**config.mk**
```make
export PLATFORM = sky130hd
export DESIGN_NAME = regbank_seq
export DESIGN_NICKNAME = d
export VERILOG_FILES = /design/src/rtl/regbank_seq.sv
export SDC_FILE = /design/constraint.sdc
export NUM_CORES = 1
export LEC_CHECK = 0
export CAP_MARGIN = 20
export CORE_MARGIN = 2
export CORE_UTILIZATION = 52
export CTS_CLUSTER_DIAMETER = 200
export DETAILED_ROUTE_END_ITERATION = 8
export HOLD_SLACK_MARGIN = 0.15
export PLACE_DENSITY = 0.71
export SYNTH_ARGS = -nofsm -noshare
export SYNTH_HDL_FRONTEND = slang
export SYNTH_SLANG_ARGS = --single-unit
```
**constraint.sdc**
```tcl
create_clock -name clk -period 5.6 [get_ports clk]
set_input_delay 1.68 -clock clk [delete_from_list [all_inputs] [get_ports clk]]
set_output_delay 1.68 -clock clk [all_outputs]
set_load 0.01 [all_outputs]
```
**src/rtl/regbank_seq.sv**
```systemverilog
// regbank_seq: sequenced register bank in front of an external ALU.
//
// A request (opcode + up to three addresses) is accepted only in IDLE. LOAD
// writes wdata directly. ADD/SUB/ADDI/SUBI/MUL/DISPLAY read their operands
// onto rd1/rd2 and pulse rsp_valid one cycle after acceptance. Arithmetic
// opcodes then wait for the ALU result on wb_valid/wb_data and write it to
// the latched destination. CLEAR zeroes the whole bank, one entry per cycle.
// Reset enters the same clear sweep, so the bank always starts out zeroed.
//
// Ports:
//   clk, rst_n            clock, synchronous active-low reset
//   req_valid, req_ready  request handshake (ready only in IDLE)
//   opcode                LOAD/ADD/ADDI/SUB/SUBI/MUL/CLEAR/DISPLAY
//   addr1, addr2, addr3   source / destination addresses
//   wdata                 LOAD value
//   rsp_valid, rd1, rd2   one-cycle response pulse with read operands
//   wb_valid, wb_data     ALU write-back
//   busy                  clear sweep in progress
module regbank_seq #(
  parameter int DATA_W = 16,
  parameter int ADDR_W = 4
) (
  input  logic              clk,
  input  logic              rst_n,
  input  logic              req_valid,
  output logic              req_ready,
  input  logic [2:0]        opcode,
  input  logic [ADDR_W-1:0] addr1,
  input  logic [ADDR_W-1:0] addr2,
  input  logic [ADDR_W-1:0] addr3,
  input  logic [DATA_W-1:0] wdata,
  output logic              rsp_valid,
  output logic [DATA_W-1:0] rd1,
  output logic [DATA_W-1:0] rd2,
  input  logic              wb_valid,
  input  logic [DATA_W-1:0] wb_data,
  output logic              busy
);

  localparam int DEPTH = 2 ** ADDR_W;

  typedef enum logic [2:0] {
    OP_LOAD    = 3'b000,
    OP_ADD     = 3'b001,
    OP_ADDI    = 3'b010,
    OP_SUB     = 3'b011,
    OP_SUBI    = 3'b100,
    OP_MUL     = 3'b101,
    OP_CLEAR   = 3'b110,
    OP_DISPLAY = 3'b111
  } op_t;

  typedef enum logic [1:0] {
    S_IDLE    = 2'd0,
    S_RESP    = 2'd1,
    S_WAIT_WB = 2'd2,
    S_CLEAR   = 2'd3
  } state_t;

  state_t            state, state_nxt;
  op_t               op;
  logic              accept;
  logic              rd_accept;
  logic              two_src;
  logic              disp_op;
  logic [ADDR_W-1:0] dest;
  logic [ADDR_W-1:0] clr_idx;
  logic [DATA_W-1:0] ram [DEPTH];

  assign op        = op_t'(opcode);
  assign accept    = req_valid && (state == S_IDLE);
  assign rd_accept = accept && (op != OP_LOAD) && (op != OP_CLEAR);
  assign two_src   = (op == OP_ADD) || (op == OP_SUB);

  // Next-state and status outputs
  always_comb begin
    state_nxt = state;
    req_ready = 1'b0;
    rsp_valid = 1'b0;
    busy      = 1'b0;
    case (state)
      S_IDLE: begin
        req_ready = 1'b1;
        if (accept) begin
          case (op)
            OP_LOAD:  state_nxt = S_IDLE;
            OP_CLEAR: state_nxt = S_CLEAR;
            default:  state_nxt = S_RESP;
          endcase
        end
      end
      S_RESP: begin
        rsp_valid = 1'b1;
        state_nxt = disp_op ? S_IDLE : S_WAIT_WB;
      end
      S_WAIT_WB: begin
        if (wb_valid) state_nxt = S_IDLE;
      end
      S_CLEAR: begin
        busy = 1'b1;
        if (clr_idx == {ADDR_W{1'b1}}) state_nxt = S_IDLE;
      end
      default: state_nxt = S_IDLE;
    endcase
  end

  // Control registers and read operands
  always_ff @(posedge clk) begin
    if (!rst_n) begin
      state   <= S_CLEAR;
      clr_idx <= '0;
      dest    <= '0;
      disp_op <= 1'b0;
      rd1     <= '0;
      rd2     <= '0;
    end else begin
      state <= state_nxt;
      // The index wraps back to 0 after the last entry, ready for the next sweep.
      if (state == S_CLEAR) clr_idx <= clr_idx + ADDR_W'(1);
      if (rd_accept) begin
        rd1     <= ram[addr1];
        rd2     <= two_src ? ram[addr2] : '0;
        dest    <= two_src ? addr3 : addr2;
        disp_op <= (op == OP_DISPLAY);
      end
    end
  end

  // Storage: at most one writer is active in any state, so priority is moot.
  always_ff @(posedge clk) begin
    if (rst_n) begin
      if (state == S_CLEAR)
        ram[clr_idx] <= '0;
      else if (accept && (op == OP_LOAD))
        ram[addr1] <= wdata;
      else if ((state == S_WAIT_WB) && wb_valid)
        ram[dest] <= wb_data;
    end
  end

endmodule

```
## Yosys cells after proc, flatten, opt, wreduce, memory -nomap -nowiden

Memories as Yosys holds them, arrays and structs flattened. A register that Yosys moved wholly into a read port is not among the register bits.
Index checks and enable logic that the tools add are counted.

- Register bits after elaboration: 27
- RAM bits: 256
- Input port bits: 51
- Output and inout port bits: 35
- Word-level logic and storage cells: 60
- Memories kept: 1

Memories:

| name | depth | bits a word | read ports | clocked after Yosys merged registers in | wr ports | line | RTL |
|---|---|---|---|---|---|---|---|
| ram | 16 | 16 | 2 | 1 | 1 | 68 | `logic [DATA_W-1:0] ram [DEPTH];` |

- Add/subtract/negate cells: 1
- Eq/ne operators: 12
- Multiplexer cells: 28
- Reductions and logical operators: 13

Operators by type and width:

| cell | count |
|---|---|
| 16-bit 2-to-1 mux | 3 |
| 16-bit OR reduction | 2 |
| 1-bit 2-to-1 mux | 16 |
| 4-bit 2-to-1 mux | 3 |
| 2-bit 2-to-1 mux | 4 |
| 2-bit one-hot mux with 4 select lines | 1 |
| 3-bit equality test (second input constant) | 2 |
| 2-bit != test (second input constant) | 3 |
| 1-bit logical AND | 5 |
| 4-bit by 1-bit adder with 4-bit output (second input constant) | 1 |
| 2-bit equality test (second input constant) | 2 |
| 4-bit equality test (second input constant) | 1 |
| 2-bit one-hot mux with 2 select lines | 1 |
| 3-bit by 1-bit equality test with 1-bit output (second input constant) | 1 |
| 3-bit by 2-bit equality test with 1-bit output (second input constant) | 1 |
| 3-bit zero test | 1 |
| 3-bit != test (second input constant) | 1 |
| 3-bit AND reduction | 1 |
| 3-bit nonzero test | 1 |
| 2-bit by 1-bit equality test with 1-bit output (second input constant) | 1 |
| 2-bit zero test | 1 |
| 1-bit zero test | 1 |
| 1-bit logical OR | 1 |

## Longest topological paths before layout

- Depth after elaboration: 10
- Mapped depth: 9
- Depth with buffers taken out: 5

## Least setup slack after synthesis

OpenSTA, ideal clock, no wires.

- Path type: input -> register
- Start point: input port rst_n
- End point: memory ram[6][0] (enable)
- Library setup time: 409 ps
- Arrival time: 3,766 ps
- Data required time: 5,191 ps
- Setup slack: 1,425 ps
- Stages: 6
- Buffers on the path: 1
- Cell sequence: buf_2 > and4bb_2 > nand3_1 > a31oi_1 > nand2_1 > nor3_1

- Word-level cells in the longest chain between the ends: 5
- Elaborated cells between the ends (all ways): 12
- Classes of those cells: 10 x mux; 2 x reduce/logical

RTL lines:

| element | line | RTL |
|---|---|---|
| start, declared | 24 | `input logic rst_n,` |
| 1-bit 2-to-1 mux | 131 | `if (rst_n) begin` |
| 1-bit 2-to-1 mux (implied by the code) | 135 | `ram[addr1] <= wdata;` |
| 16-bit OR reduction (no line) | - |  |
| 4-bit 2-to-1 mux (no line) or 1-bit 2-to-1 mux (tied branches) (2 in a row) | - |  |
| end, declared | 68 |  |

Parallel ways exist; a longest one is shown, timed or not.

## Final worst setup path

- Start point: input port rst_n
- End point: memory ram[5][7] (enable)

Same word-level chain as after synthesis.

==> flow_summary.json <==
{
  "drt_pass1_iterations": 5,
  "post_cts_buffers": 0,
  "htree_levels": 1,
  "io_pins": 86,
  "viasPerCell": 6.62,
  "final_common_cell": "edfxtp_1",
  "internal_power_w": 0.00381,
  "synth_area_um2": 13500,
  "most-common-layout-cells": "edfxtp_1 (256), mux4_2 (128), clkdlybuf4s50_1 (80), dfxtp_1 (43), mux2i_1 (36)",
  "setup_viol_count_final": 0,
  "startpoint": "rst_n",
  "skew_ns": 0.00990,
  "grt_pass1_vias": 7900,
  "cp-end-kind": "register",
  "min_path_cells": 1,
  "dieHeight_um": 165,
  "synth_nets": 783,
  "fillers": 1822,
  "drt_wl_total_um": 33000,
  "fmax_mhz": 226,
  "wl_per_cell_um": 28.0,
  "antenna_found_initial": 0,
  "relSlewSlack": 0.350,
  "min_period_ns": 4.43,
  "maxCapViolCount": 0,
  "hold_start": "rd2[10]",
  "hold_viol": 0,
  "worst_slack_ns": 1.17,
  "ys_types": 46,
  "worst_slew_pin_slew_ns": 0.974,
  "hpwl_um": 21900,
  "drtIter0Drc": 847,
  "clkTransAtPathRegs_ns": 0.06,
  "min_path_type": "reg2reg",
  "clockBufferDepth": 3,
  "pwr-share-comb": 0.091,
  "synth.area.top_cells": "edfxtp_1 (57%), mux4_2 (21%), dfxtp_1 (6.4%)",
  "cp_data_arrival_time_ns": 4.61,
  "fin_crit_sh": 0.791,
  "critPathKind": "in2reg",
  "rows": 59,
  "yosys_register_bits": 299,
  "r2r-end": "ram[5][7]",
  "vias": 7804,
  "r2r_slack_ns": 2.76,
  "synth_top_area_frac": 0.568,
  "cts_made_buffers": 30,
  "drive_above_1_share": 0.268,
  "required_ns": 5.78,
  "swShare": 0.225,
  "gp_congestion": 0.899,
  "dp_slack_ns": 0.601,
  "tritoncts": "built",
  "grt_pass1_wl_um": 49300,
  "slew_violations": 0,
  "cts_resized": 0,
  "yosysSeqAreaShare": 0.632,
  "clk_latency_ns": 0.56,
  "antenna_left": 0,
  "syn_inst": 731,
  "drc": 0,
  "overflow": 0,
  "fin_tns_setup_ns": 0,
  "min_to": "rd2[10]",
  "diodes": 0,
  "die_x_um": 165,
  "yosysWarningCount": 0,
  "grt_max_degree": 42,
  "portBuffers": 85,
  "syn2layout_area_growth_pct": 16.2,
  "clkSinkCount": 299,
  "track_usage": 0.249,
  "rsz0062_at_grt": "false",
  "design.core.area_um2": 25800,
  "synth_top_area_cell": "edfxtp_1",
  "cts_root_buf": "clkbuf_16",
  "reg2reg_depth": 4,
  "start_kind": "primary input",
  "syn_area_per_cell_um2": 18.5,
  "r2r-start": "state[1]",
  "hold_buffers": 0,
  "power.density_nw_per_um2": 313,
  "path_max_fanout": 17,
  "clockPowerShare": 0.401,
  "ir_drop_v": 0.000242,
  "switching_power_w": 0.00110,
  "finalNetCount": 871,
  "initial_core_util": 0.525,
  "dieArea_um2": 27300,
  "seqPwrFrac": 0.508,
  "status": "finished clean",
  "cellLeakagePower_nw": 5.40
}
kinds of logic after synthesis:
kind of cell,after synthesis,synth area share
xor+xnor,4,0.00259
simple gates,90,0.0352
mux,164,0.240
buf+inv,58,0.0240
fa+ha+maj,1,0.000925
flops,299,0.632
compound gates,115,0.0655
state kept, by name, summed over array words and instances (netlist names):
signal and cells:
rd2 16, state 2, rd1 16, dest 4, disp_op 1, clr_idx 4, ram 256
Yosys cell counts, drive strengths merged:
library cell,number
nand2,30
nand4b,2
xnor2,3
nand3,7
a31o,1
and4bb,1
o21a,1
and2,6
inv,2
dfxtp,43
nand3b,1
o22ai,16
a22o,32
mux4,128
edfxtp,256
nand4bb,1
o211a,4
a21boi,2
a31oi,5
a22oi,32
nand4,2
nand2b,4
mux2i,36
ha,1
xor2,1
nor2,22
and4,1
a21o,17
buf,41
nor3,5
o21ai,4
or2,1
or3,2
or3b,1
nor2b,4
a32oi,1
clkbuf,15
power groups by stage:
| stage | clock network (W) | registers, W | logic (W) |
|---|---|---|---|
| 2_1_floorplan | 0 | 0.00253 | 0.000288 |
| 3_3_place_gp | 0 | 0.00253 | 0.000433 |
| 3_5_place_dp | 0 | 0.00254 | 0.000443 |
| 4_1_cts | 0.00199 | 0.00249 | 0.000446 |
| 5_1_grt | 0.00208 | 0.00250 | 0.000473 |
| 6_report | 0.00197 | 0.00250 | 0.000446 |
metal layers:
layer / routed length (µm) / up-vias / global-route usage
met2: 15700 / 374 / 0.383
met4: 728 / 0 / 0.0688
met3: 2600 / 38 / 0.0302
met1: 14000 / 4116 / 0.381
met5: 0 / - / 0
li1: - / 3276 / -
worst max path at each step:
stage,endpoint,slack (ns),depth (start not counted)
after floorplan,ram[6][0],1.43,6
after global placement,ram[5][8],0.79,5
after detailed placement,ram[5][9],0.60,5
after CTS,ram[5][12],1.17,5
after global routing,ram[5][8],0.91,5
final,ram[5][7],1.17,5
critical path, cell delays in order:
cell             delay, ns
clkdlybuf4s50_1       0.85
nand4b_1              0.45
a31oi_2               0.48
nand3_1               0.29
nor2_2                0.83
metrics by stage:
| step | hold slack (ns) | instance area, µm² | util | instances | power, W |
|---|---|---|---|---|---|
| detailed placement | 0.447 | 14700 | 0.572 | 1121 | 0.00299 |
| floorplan | 0.472 | 13500 | - | 731 | 0.00282 |
| global placement | 0.438 | 14700 | 0.572 | 1121 | 0.00297 |
| CTS | 0.461 | 15700 | 0.609 | 1177 | 0.00493 |
| global route | 0.479 | 15700 | 0.610 | 1178 | 0.00505 |
| finish | 0.458 | 15700 | 0.610 | 1178 | 0.00491 |
area by class of cell:
| class | count | area (µm²) | share of cell area |
|---|---|---|---|
| sequential | 299 | 8550 | 0.544 |
| timing repair buffer | 112 | 1070 | 0.0682 |
| clock inverter | 20 | 170 | 0.0108 |
| clock buffer | 36 | 795 | 0.0506 |
| multi-input combinational | 374 | 4700 | 0.299 |
| inverter | 2 | 7.51 | 0.000478 |
| tap | 335 | 419 | 0.0267 |
No activity file was read; power rests on OpenSTA's default activity.
